[src/rtl/keypad_entry_controller.sv]
// Keypad entry sequencer: debounces scanner codes, edits a BCD digit buffer,
// and on enter converts it to binary and offers it over valid/ready.
//
// state          | meaning
// ---------------+---------------------------------------------------------
// S_IDLE         | no entry in progress; waiting for start
// S_WAIT_RELEASE | counting consecutive released cycles before a new press
// S_WAIT_PRESS   | waiting for key_valid; idle timeout runs here
// S_DEBOUNCE     | key seen; counting consecutive cycles with the same code
// S_ACCEPT       | one cycle: ack the press and apply it to the buffer
// S_CONVERT      | one BCD digit per cycle folded into the binary accumulator
// S_RESULT       | result offered; waiting for result_ready
module keypad_entry_controller #(
    parameter int MAX_DIGITS      = 6,
    parameter int VALUE_W         = 20,
    parameter int DEBOUNCE_CYCLES = 1000000,
    parameter int TIMEOUT_CYCLES  = 0
) (
    input  logic                                clock,
    input  logic                                reset_n,
    input  logic                                start,
    input  logic                                cancel,
    input  logic [3:0]                          key_code,
    input  logic                                key_valid,
    output logic                                key_ack,
    output logic                                busy,
    output logic [$clog2(MAX_DIGITS+1)-1:0]     digit_count,
    output logic [4*MAX_DIGITS-1:0]             display_bcd,
    output logic                                reject,
    output logic                                timeout,
    output logic                                result_valid,
    input  logic                                result_ready,
    output logic [VALUE_W-1:0]                  result_value,
    output logic [$clog2(MAX_DIGITS+1)-1:0]     result_digits
);

    localparam int DC_W  = $clog2(MAX_DIGITS + 1);
    localparam int BUF_W = 4 * MAX_DIGITS;
    localparam int CNT_W = $clog2(DEBOUNCE_CYCLES + 1);
    localparam int TO_W  = (TIMEOUT_CYCLES > 0) ? $clog2(TIMEOUT_CYCLES + 1) : 1;

    localparam logic [CNT_W-1:0] DEB_TC = CNT_W'(DEBOUNCE_CYCLES);
    localparam logic [TO_W-1:0]  TO_TC  = TO_W'(TIMEOUT_CYCLES);
    localparam logic [DC_W-1:0]  DC_MAX = DC_W'(MAX_DIGITS);

    typedef enum logic [2:0] {
        S_IDLE,
        S_WAIT_RELEASE,
        S_WAIT_PRESS,
        S_DEBOUNCE,
        S_ACCEPT,
        S_CONVERT,
        S_RESULT
    } state_t;

    state_t               state_q, state_d;
    logic [CNT_W-1:0]     deb_q, deb_d;
    logic [TO_W-1:0]      idle_q, idle_d;
    logic [3:0]           code_q, code_d;
    logic [BUF_W-1:0]     buf_q, buf_d;
    logic [DC_W-1:0]      dc_q, dc_d;
    logic [DC_W-1:0]      idx_q, idx_d;
    logic [VALUE_W-1:0]   acc_q, acc_d;
    logic [VALUE_W-1:0]   res_value_q, res_value_d;
    logic [DC_W-1:0]      res_digits_q, res_digits_d;
    logic                 key_ack_q, key_ack_d;
    logic                 reject_q, reject_d;
    logic                 timeout_q, timeout_d;
    logic                 busy_q, busy_d;
    logic                 res_valid_q, res_valid_d;

    logic                 reject_ev;
    logic                 timeout_ev;
    logic [CNT_W-1:0]     deb_inc;
    logic [TO_W-1:0]      idle_inc;
    logic [3:0]           conv_digit;
    logic [VALUE_W-1:0]   acc_next;

    // Reject is decided on entry to ACCEPT so it pulses alongside key_ack.
    function automatic logic is_reject(input logic [3:0] code, input logic [DC_W-1:0] cnt);
        logic r;
        r = 1'b0;
        if (code <= 4'd9)       r = (cnt >= DC_MAX);
        else if (code <= 4'd11) r = (cnt == '0);
        else                    r = 1'b1;
        return r;
    endfunction

    assign deb_inc    = deb_q + CNT_W'(1);
    assign idle_inc   = idle_q + TO_W'(1);
    assign conv_digit = 4'(buf_q >> {idx_q, 2'b00});
    assign acc_next   = acc_q * VALUE_W'(10) + VALUE_W'(conv_digit);

    always_ff @(posedge clock or negedge reset_n) begin
        if (!reset_n) begin
            state_q      <= S_IDLE;
            deb_q        <= '0;
            idle_q       <= '0;
            code_q       <= '0;
            buf_q        <= '0;
            dc_q         <= '0;
            idx_q        <= '0;
            acc_q        <= '0;
            res_value_q  <= '0;
            res_digits_q <= '0;
            key_ack_q    <= 1'b0;
            reject_q     <= 1'b0;
            timeout_q    <= 1'b0;
            busy_q       <= 1'b0;
            res_valid_q  <= 1'b0;
        end else begin
            state_q      <= state_d;
            deb_q        <= deb_d;
            idle_q       <= idle_d;
            code_q       <= code_d;
            buf_q        <= buf_d;
            dc_q         <= dc_d;
            idx_q        <= idx_d;
            acc_q        <= acc_d;
            res_value_q  <= res_value_d;
            res_digits_q <= res_digits_d;
            key_ack_q    <= key_ack_d;
            reject_q     <= reject_d;
            timeout_q    <= timeout_d;
            busy_q       <= busy_d;
            res_valid_q  <= res_valid_d;
        end
    end

    always_comb begin
        state_d      = state_q;
        deb_d        = deb_q;
        idle_d       = '0;
        code_d       = code_q;
        buf_d        = buf_q;
        dc_d         = dc_q;
        idx_d        = idx_q;
        acc_d        = acc_q;
        res_value_d  = res_value_q;
        res_digits_d = res_digits_q;
        reject_ev    = 1'b0;
        timeout_ev   = 1'b0;

        case (state_q)
            S_IDLE: begin
                if (start) begin
                    state_d = S_WAIT_RELEASE;
                    buf_d   = '0;
                    dc_d    = '0;
                    deb_d   = '0;
                end
            end
            S_WAIT_RELEASE: begin
                if (key_valid) begin
                    deb_d = '0;
                end else if (deb_inc >= DEB_TC) begin
                    state_d = S_WAIT_PRESS;
                    deb_d   = '0;
                end else begin
                    deb_d = deb_inc;
                end
            end
            S_WAIT_PRESS: begin
                if (key_valid) begin
                    code_d = key_code;
                    deb_d  = CNT_W'(1);
                    if (DEBOUNCE_CYCLES <= 1) begin
                        state_d   = S_ACCEPT;
                        deb_d     = '0;
                        reject_ev = is_reject(key_code, dc_q);
                    end else begin
                        state_d = S_DEBOUNCE;
                    end
                end else begin
                    idle_d = idle_inc;
                    if (TIMEOUT_CYCLES != 0 && idle_inc == TO_TC) begin
                        timeout_ev = 1'b1;
                        state_d    = S_IDLE;
                        buf_d      = '0;
                        dc_d       = '0;
                        idle_d     = '0;
                    end
                end
            end
            S_DEBOUNCE: begin
                if (!key_valid || key_code != code_q) begin
                    state_d = S_WAIT_PRESS;
                    deb_d   = '0;
                end else if (deb_inc >= DEB_TC) begin
                    state_d   = S_ACCEPT;
                    deb_d     = '0;
                    reject_ev = is_reject(code_q, dc_q);
                end else begin
                    deb_d = deb_inc;
                end
            end
            S_ACCEPT: begin
                state_d = S_WAIT_RELEASE;
                deb_d   = '0;
                if (code_q <= 4'd9) begin
                    if (dc_q < DC_MAX) begin
                        buf_d = (buf_q << 4) | BUF_W'(code_q);
                        dc_d  = dc_q + DC_W'(1);
                    end
                end else if (code_q == 4'd10) begin
                    if (dc_q != '0) begin
                        buf_d = buf_q >> 4;
                        dc_d  = dc_q - DC_W'(1);
                    end
                end else if (code_q == 4'd11) begin
                    if (dc_q != '0) begin
                        state_d = S_CONVERT;
                        acc_d   = '0;
                        idx_d   = dc_q - DC_W'(1);
                    end
                end
            end
            S_CONVERT: begin
                acc_d = acc_next;
                if (idx_q == '0) begin
                    res_value_d  = acc_next;
                    res_digits_d = dc_q;
                    state_d      = S_RESULT;
                end else begin
                    idx_d = idx_q - DC_W'(1);
                end
            end
            S_RESULT: begin
                if (result_ready) begin
                    state_d = S_IDLE;
                    buf_d   = '0;
                    dc_d    = '0;
                end
            end
            default: state_d = S_IDLE;
        endcase

        if (cancel) begin
            state_d    = S_IDLE;
            buf_d      = '0;
            dc_d       = '0;
            deb_d      = '0;
            idle_d     = '0;
            reject_ev  = 1'b0;
            timeout_ev = 1'b0;
        end
    end

    always_comb begin
        key_ack_d   = (state_d == S_ACCEPT);
        reject_d    = reject_ev;
        timeout_d   = timeout_ev;
        busy_d      = (state_d != S_IDLE);
        res_valid_d = (state_d == S_RESULT);
    end

    assign key_ack       = key_ack_q;
    assign reject        = reject_q;
    assign timeout       = timeout_q;
    assign busy          = busy_q;
    assign result_valid  = res_valid_q;
    assign digit_count   = dc_q;
    assign display_bcd   = buf_q;
    assign result_value  = res_value_q;
    assign result_digits = res_digits_q;

endmodule

[config.mk]
export PLATFORM = sky130hd
export DESIGN_NAME = keypad_entry_controller
export DESIGN_NICKNAME = d
export VERILOG_FILES = /design/src/rtl/keypad_entry_controller.sv
export SDC_FILE = /design/constraint.sdc
export NUM_CORES = 1
export LEC_CHECK = 0
export CORE_AREA = 4 4 134 136
export CTS_BUF_LIST = sky130_fd_sc_hd__clkbuf_16
export CTS_CLUSTER_SIZE = 40
export DETAILED_ROUTE_END_ITERATION = 7
export DIE_AREA = 0 0 138 140
export PLACE_DENSITY_LB_ADDON = 0.25
export SLEW_MARGIN = 20
export SYNTH_ARGS = -nofsm -noshare
export SYNTH_HDL_FRONTEND = slang
export SYNTH_SLANG_ARGS = --single-unit
[constraint.sdc]
create_clock -name clock -period 3.8 [get_ports clock]
set_clock_uncertainty 0.05 [all_clocks]
set_input_delay 0.38 -clock clock [delete_from_list [all_inputs] [get_ports clock]]
set_output_delay 0.38 -clock clock [all_outputs]
set_load 0.02 [all_outputs]
==> results of run 1 <==
[where the power goes]
group	internal [mW]	switching, mW
clock network	0.482	0.496
logic	0.0404	0.0788
registers	1.10	0.0142
[what timing repair did]
item                       CTS  global route
resized for setup            0             3
setup endpoints to repair    0             2
hold buffers                 0             0
setup buffers                0             0
[kinds of logic (layout without fill, tap and decap cells)]
logic type,after synthesis,after routing
xor gates and xnor gates,34,34
DFF,103,103
other,1,1
muxes,36,36
and+or+nand+nor,235,235
AOI/OAI and AO/OA,203,203
buffers and inverters,65,119
adders and majority gates,43,43
[critical path, cell delays in order, from the launching register on]
cell and delay, ns:
dfrtp_1 0.43, mux4_2 0.35, inv_1 0.04, o22ai_1 0.16
ha_1 0.19, inv_1 0.05, fa_1 0.40, nor2b_1 0.15
o2111ai_1 0.18, or2_2 0.35, nor4bb_1 0.29, buf_4 0.17
and4_1 0.23, a31oi_1 0.10, o31ai_1 0.25
[through the flow]
step,hold slack [ns],util [%]
floorplan,0.0344,-
global placement,0.410,43.9
detailed placement,0.411,43.9
CTS,0.0903,45.8
global route,0.135,45.9
finish,0.0618,45.9
[flip-flops by register name (all words and copies together) (netlist names), 3 cells and up]
signal / count
display_bcd: 24
digit_count: 3
result_value: 20
deb_q: 20
result_digits: 3
idx_q: 3
state_q: 3
acc_q: 19
code_q: 4
[metal layers]
layer / track usage, % / wire length (µm)
met1: 22.4 / 7540
met2: 28.2 / 7540
met3: 2.63 / 645
met4: 5.93 / 284
met5: 0 / 0
[area by class of cell]
type | count | area [µm²]
inverters | 24 | 90.1
flip-flops and latches | 103 | 2580
multi-input cells | 552 | 3750
fillers | 1653 | 9170
clock buffers | 9 | 225
well taps | 225 | 282
clock inverters | 7 | 96.3
repair buffers | 79 | 748
[layout by cell type, fill, tap and decap left out, drive strengths merged, types with 4 or more instances in the layout]
cell type	instances
mux4	4
a41oi	4
o211ai	7
nor3	8
buf	17
nor2b	7
nand3	18
o31ai	21
a2111oi	5
nand2	113
mux2i	25
dfrtp	103
and3	8
xor2	17
mux2	7
nand4	11
a22o	10
nor2	31
a21oi	30
nand2b	7
and2	9
ha	41
o21a	5
clkdlybuf4s50	62
clkbuf	9
a31oi	18
nor3b	4
a211oi	7
o21ai	68
inv	28
o22ai	4
xnor2	17
[worst paths after layout]
path	from	end	slack, ns	cells past startpoint
setup / recovery	idx_q[0]	result_value[19]	0.29	14
max in group asynchronous	reset_n	acc_q[10]	2.85	2
hold reg to reg	result_value[1]	result_value[1]	0.43	2
setup reg to reg	idx_q[0]	result_value[19]	0.29	14
hold / removal	reset_n	result_value[16]	0.06	1
min in group clock	result_value[1]	result_value[1]	0.43	2
==> flow_summary.yaml, run 1 <==
synthesis:
  synthAdderAreaFrac_pct: 8.40
  synth_common_cells: "nand2_1 (113), dfrtp_1 (103), o21ai_0 (59)"
  synth-compound-area-share_pct: 20.2
  muxShareOfSynthArea_pct: 6.37
  synth_top_area_share_pct: 39.1
  syn_nets: 773
  synthesis.area_um2: 6590
  async_reset_ff_share_pct: 100
  yosysMostFrequentCell: "nand2_1"
  ys_types: 72
  synth_warnings: 0
  synth_cells: 720
  synth_top_family_by_area: "compound AO/OA/AOI/OAI gates"
  synth_ff_type: "dfrtp_1"
  yosysSeqAreaShare_pct: 39.1
  synth.area.top_cells: "dfrtp_1 (39%), ha_1 (7.8%), nand2_1 (6.4%)"
  synth.avg_cell_area_um2: 9.15
  synth-edff-count: 0
  synth-xor-area-share_pct: 4.52
  yosys.area.top_type: "dfrtp_1"
  yosys.area_share.simple_pct: 17.2
  ys_seq_elements: 103
sta:
  worstMarginPinSlew_ns: 0.866
  fin_ws_ns: 0.290
  maxSlewViolCount: 0
  fin_tns_setup_ns: 0
  relSlewSlack_pct: 41.8
  hold_viol_final: 0
  rsz0062_at_grt: "false"
  finalSetupViolCount: 0
  max_freq_mhz: 285
  period_minus_slack_ns: 3.51
  finalCritPeriodShare_pct: 92.4
clock_tree:
  clkSlewWorstSetupHoldPaths_ns: 0.08
  cts_max_level: 3
  insertion_delay_ns: 0.37
  clock-sinks: 103
  cts_made_buffers: 9
  cts_buffer_depth: 2
  cts_tree: "yes"
  root_buffer: "clkbuf_16"
cells_and_area:
  num-nets-final: 822
  fin_area_um2: 7770
  syn_to_final_growth_pct: 18.0
  diodes: 0
  drive_above_1_share_pct: 7.62
  finalNonFillerCells: 999
setup_path:
  start_kind: "flip-flop"
  crit_required_ns: 4.01
  end_kind: "flip-flop"
  cp_max_fo: 3
  crit_arrival_ns: 3.72
  critPathKind: "flip-flop to flip-flop"
placed_design:
  dp_cells: 983
  port_buffers: 63
  place_hpwl_mm: 11.7
  preCtsSetupSlack_ns: 0.151
  place_area_um2: 7440
  gp_congestion: 0.894
drt:
  first_pass_iters: 5
  drc: 0
  vias: 5548
  viasPerCell: 5.55
  wl_mm: 16.0
  ant_nets: 0
  drtIter0Drc: 321
  wl_per_cell_um: 16.0
pwr:
  p_per_area_nw_per_um2: 285
  peakVddDrop_mv: 0.206
  p_leak_nw: 3.31
  design_power_total_mw: 2.22
global_routing:
  track_usage_pct: 16.9
  grt_pass1_vias: 5444
  grt_pass1_wl_mm: 27.4
  grt_max_degree: 63
  antenna_found_initial: 0
  grt_overflow: 0
floorplanning:
  row_count: 48
  core_um2: 16900
  die_x_um: 138
  die_y_um: 140
  start_util_pct: 38.9
  die_area_um2: 19300
  pin_count: 65
status:
  status: "complete, no violations"
flow_run:
  drv_cap: 0
min_path:
  hp-class: "input port to async pin"
Power figures use the tool's default switching activity.
==> run 2, diff against run 1 <==
--- a/config.mk
+++ b/config.mk
@@ -7,6 +7,7 @@
 export LEC_CHECK = 0
 export CORE_AREA = 4 4 134 136
 export CTS_BUF_LIST = sky130_fd_sc_hd__clkbuf_16
+export CTS_CLUSTER_DIAMETER = 40
 export CTS_CLUSTER_SIZE = 40
 export DETAILED_ROUTE_END_ITERATION = 7
 export DIE_AREA = 0 0 138 140
==> results of run 2 <==
The final DEF is identical to that of run 1; final timing and power are the same.
==> run 3, diff against run 2 <==
--- a/config.mk
+++ b/config.mk
@@ -11,7 +11,7 @@
 export CTS_CLUSTER_SIZE = 40
 export DETAILED_ROUTE_END_ITERATION = 7
 export DIE_AREA = 0 0 138 140
-export PLACE_DENSITY_LB_ADDON = 0.25
+export PLACE_DENSITY = 0.68
 export SLEW_MARGIN = 20
 export SYNTH_ARGS = -nofsm -noshare
 export SYNTH_HDL_FRONTEND = slang
==> flow_summary.yaml, run 3 (same netlist as run 1, synthesis figures left out) <==
status:
  status: "complete, no violations"
placed_design:
  place_area_um2: 7430
  port_buffers: 63
  place_hpwl_mm: 11.3
  gp_congestion: 0.837
clock_tree:
  cts_hold_buf: 0
  root_buffer: "clkbuf_16"
  clock-sinks: 103
  cts_buffer_depth: 2
  cts_tree: "yes"
  cts_made_buffers: 9
  insertion_delay_ns: 0.36
  post_cts_buffers: 0
  clkSlewWorstSetupHoldPaths_ns: 0.08
  cts_max_level: 3
cells_and_area:
  num-nets-final: 821
  drive_above_1_share_pct: 8.02
  final_cell_mix: "nand2_1 (113), dfrtp_1 (102), clkdlybuf4s50_1 (62)"
  largest_reg_flops: 24
  nFillCells: 1652
  fin_area_um2: 7780
  final_util_pct: 45.9
  diodes: 0
  layout_commonest_cell: "nand2_1"
  multiInputGateArea_um2: 3770
  syn_to_final_growth_pct: 18.1
  regArea_um2: 2580
setup_path:
  end_kind: "flip-flop"
  critPathKind: "flip-flop to flip-flop"
  start_kind: "flip-flop"
  cp_max_fo: 6
  cpPeakStageDelay_ns: 0.47
  crit_required_ns: 4.01
  crit_path_cell_trace: "mux4_2 > inv_1 > o22ai_2 > ha_2 > inv_1 > fa_1 > nor2b_1 > o2111ai_1 > or2_2 > nor4bb_2 > buf_4 > and4_1 > a31oi_1 > o31ai_1"
  cp_common_cell: "inv_1"
  crit_arrival_ns: 3.70
  cp_slowest_cell: "dfrtp_2"
floorplanning:
  pin_count: 65
  die_y_um: 140
  die_area_um2: 19300
  core_um2: 16900
  start_util_pct: 38.9
  row_count: 48
  die_x_um: 138
sta:
  max_freq_mhz: 287
  finalSetupViolCount: 0
  period_minus_slack_ns: 3.49
  relSlewSlack_pct: 41.8
  fin_tns_setup_ns: 0
  rsz0062_at_grt: "false"
  worstMarginPinSlew_ns: 0.867
  hold_viol_final: 0
  hold_slack_ns: 0.0741
  maxSlewViolCount: 0
  finalCritPeriodShare_pct: 91.7
pwr:
  p_leak_nw: 3.30
  seqPwrFrac_pct: 49.6
  comb_power_share_pct: 5.3
  peakVddDrop_mv: 0.277
  p_per_area_nw_per_um2: 289
  p_int_mw: 1.68
  netSwitchingFraction_pct: 25.4
  p_sw_mw: 0.572
  clock_power_share_pct: 45.1
drt:
  ant_nets: 0
  first_pass_iters: 5
  drtIter0Drc: 335
  drc: 0
  wl_mm: 15.6
  vias: 5480
  viasPerCell: 5.49
  wl_per_cell_um: 15.7
global_routing:
  grt_max_degree: 65
  grt_pass1_wl_mm: 26.7
  antenna_found_initial: 0
  grt_pass1_vias: 5210
  grt_overflow: 0
  track_usage_pct: 16.4
min_path:
  hp-class: "input port to async pin"
flow_run:
  drv_cap: 0
## run 3: critical path: cells and delay by family, from the launching register on
kind | cells | cell delay, ns
and+or+nand+nor | 4 | 1.04
AOI/OAI and AO/OA | 4 | 0.64
adders and majority gates | 2 | 0.60
DFF | 1 | 0.47
muxes | 1 | 0.34
buffers and inverters | 3 | 0.26
## run 3: area by class of cell
cell class,count,area share (%)
repair buffers,78,9.52
clock inverters,7,1.25
well taps,225,3.62
flip-flops and latches,103,33.1
inverters,24,1.16
clock buffers,9,2.89
multi-input cells,552,48.4
## run 3: repair_timing
item	in CTS	in global routing
gates resized for setup	0	6
hold endpoints to repair	0	0
setup endpoints to repair	0	7
## run 3: path summary, 6_finish.rpt
path	start	to	slack [ns]	cells after the start
worst max-delay path	idx_q[0]	result_value[19]	0.31	14
worst min-delay path	reset_n	deb_q[1]	0.07	1
worst max register to register	idx_q[0]	result_value[19]	0.31	14
worst min register to register	result_value[15]	result_value[15]	0.43	2
max in group asynchronous	reset_n	acc_q[9]	2.85	2
min in group clock	result_value[15]	result_value[15]	0.43	2
## run 3: power groups by stage
stage	sequential, mW	combinational (mW)	clock [mW]
2_1_floorplan	1.13	0.0748	0
3_3_place_gp	1.14	0.119	0
3_5_place_dp	1.14	0.121	0
4_1_cts	1.12	0.121	1.03
5_1_grt	1.12	0.135	1.07
6_report	1.12	0.119	1.01
## run 3: metrics by stage
step | setup WS (ns) | std cells | total power [mW]
2_1_floorplan | 0.213 | 720 | 1.21
3_3_place_gp | 0.305 | 982 | 1.26
3_5_place_dp | 0.205 | 982 | 1.26
4_1_cts | 0.163 | 998 | 2.27
5_1_grt | 0.0638 | 998 | 2.33
6_report | 0.314 | 998 | 2.25
## run 3: routing by layer
layer / wire length (µm) / up-vias / GRT usage, %
li1: - / 2722 / -
met1: 7720 / 2626 / 23.4
met2: 7230 / 119 / 26.1
met3: 485 / 13 / 2.15
met4: 205 / 0 / 5.15
met5: 0 / - / 0
==> variant: new RTL, flow settings as in run 1 <==
Encoding of `state_t`: now one-hot (7 bits for 7 states).
--- a/src/rtl/keypad_entry_controller.sv
+++ b/src/rtl/keypad_entry_controller.sv
@@ -45,10 +45,10 @@
 
-    typedef enum logic [2:0] {
-        S_IDLE,
-        S_WAIT_RELEASE,
-        S_WAIT_PRESS,
-        S_DEBOUNCE,
-        S_ACCEPT,
-        S_CONVERT,
-        S_RESULT
+    typedef enum logic [6:0] {
+        S_IDLE         = 7'b0000001,
+        S_WAIT_RELEASE = 7'b0000010,
+        S_WAIT_PRESS   = 7'b0000100,
+        S_DEBOUNCE     = 7'b0001000,
+        S_ACCEPT       = 7'b0010000,
+        S_CONVERT      = 7'b0100000,
+        S_RESULT       = 7'b1000000
     } state_t;
Check against the original RTL: same outputs for any inputs over 10 cycles, from zero or initial values and one cycle with reset_n low; not proved beyond that.
==> variant against run 1 <==
Sequential cell count grew 4. Largest power group unchanged. Cell count up 2.3%. Synthesized area is 6.8% higher. Total power increased by 4.9%. Combinational power up 89%. Final area up 6.1%. Worst setup slack worse by 0.073 ns. Routed wire length increased by 4.6%.
==> variant: results (changes against run 1) <==
| Metric | Value |
|---|---|
| Status | `finished clean (unchanged)` |
| Xor/xnor share of the synthesized area | `4.358% (was 4.522%)` |
| Vias in the first global route | `5,633 (was 5,444)` |
| WL per Instance | `16.38 um (was 16.02 um)` |
| Worst reg2reg setup slack | `0.22 ns (was 0.29 ns)` |
| Fmax | `0.2791 GHz (was 0.2849 GHz)` |
| Fill count | `1,578 (was 1,653)` |
| DP Worst Slack | `0.06671 ns (was 0.1515 ns)` |
| First DRT Iteration DRCs | `302 (was 321)` |
| Worst Max-Slew Pin Slew | `0.9514 ns (was 0.8659 ns)` |
| Final HPWL DP | `12,230 um (was 11,680 um)` |
| Maximum vdd drop | `236.0 uV (was 206.5 uV)` |
| Crit. Startpoint | `acc_q[1]$_DFFE_PN0P_ (was idx_q[0]$_DFFE_PN0P_)` |
| Final GP Congestion | `0.8947 (was 0.8936)` |
| CP max stage delay | `0.41 ns (was 0.43 ns)` |
| Global-route wire length before repair | `28,210 um (was 27,370 um)` |
| Total GRT Usage | `17.51% (was 16.90%)` |
| Seq/Total Area, Yosys | `38.08% (was 39.14%)` |
| DR vias | `5,730 (was 5,548)` |
| Crit path DAT | `3.78 ns (was 3.72 ns)` |
| DP Area | `0.007915 mm^2 (was 0.007437 mm^2)` |
| Crit path capture | `result_value[18]$_DFFE_PN0P_ (was result_value[19]$_DFFE_PN0P_)` |
| Fraction of layout cells with a size suffix above 1 | `13.93% (was 7.623%)` |
| Ranking of synthesized cells by area | `dfrtp_1, ha_1, nand2_1, o31ai_2, o21ai_0 (was dfrtp_1, ha_1, nand2_1, o21ai_0, mux2i_1)` |
| Critical Path Fanout Max | `4 (was 3)` |
| Nets | `845 (was 822)` |
==> variant: how the worst min path moves through the flow <==
stage                                            start                            to  slack (ns)
after floorplan                                reset_n          acc_q[0]$_DFFE_PN0P_        0.03
after global placement    result_value[14]$_DFFE_PN0P_  result_value[14]$_DFFE_PN0P_        0.41
after detailed placement  result_value[11]$_DFFE_PN0P_  result_value[11]$_DFFE_PN0P_        0.42
after CTS                                      reset_n         deb_q[13]$_DFFE_PN0P_        0.06
after global routing                           reset_n         deb_q[12]$_DFFE_PN0P_         0.1
final                                          reset_n         deb_q[12]$_DFFE_PN0P_        0.03
==> variant: per-layer routing <==
metal / wire [um] / global-route usage, % / vias to the layer above
met2: 8236 / 29.93 / 99
met4: 198 / 4.940 / 0
li1: - / - / 2810
met3: 520 / 3.346 / 15
met5: 0 / 0 / -
met1: 7788 / 22.79 / 2806
==> variant: worst register-to-register path: cells and delay by family (launching register included) <==
kind / cells / cell delay (ns)
AO/OA/AOI/OAI: 3 / 0.63
AND/OR/NAND/NOR: 4 / 1.04
XOR/XNOR: 1 / 0.10
multiplexers: 1 / 0.27
buffers and inverters: 1 / 0.07
adder cells (fa/ha/maj): 3 / 0.89
flip-flops: 1 / 0.41
==> variant: layout make-up <==
cell class	count	area, um^2	share of cell area (%)
clock inverters	7	70.07	0.8500
clock buffers	9	225.2	2.732
well taps	225	281.5	3.415
repair buffers	81	775.7	9.411
multi-input cells	568	4116	49.94
flip-flops and latches	107	2680	32.51
inverters	25	93.84	1.138
==> variant: kinds of logic after synthesis <==
kind of cell,after synthesis
xor+xnor,35
mux,37
fa+ha+maj,43
compound gates,198
other cells,1
simple gates,254
flops,107
buf+inv,59
==> variant: per-stage QoR <==
| step | utilization [%] | cells |
|---|---|---|
| floorplan | - | 734 |
| global placement | 46.73 | 1006 |
| detailed placement | 46.73 | 1006 |
| CTS | 48.48 | 1022 |
| global route | 48.67 | 1022 |
| finish | 48.67 | 1022 |
==> variant: where the power goes <==
part | switching, W | leakage [nW] | internal [W]
clock network | 0.000474 | 0.147 | 0.000464
registers | 0.0000123 | 1.49 | 0.00115
logic | 0.000160 | 1.92 | 0.0000651
total | 0.000646 | 3.56 | 0.00168
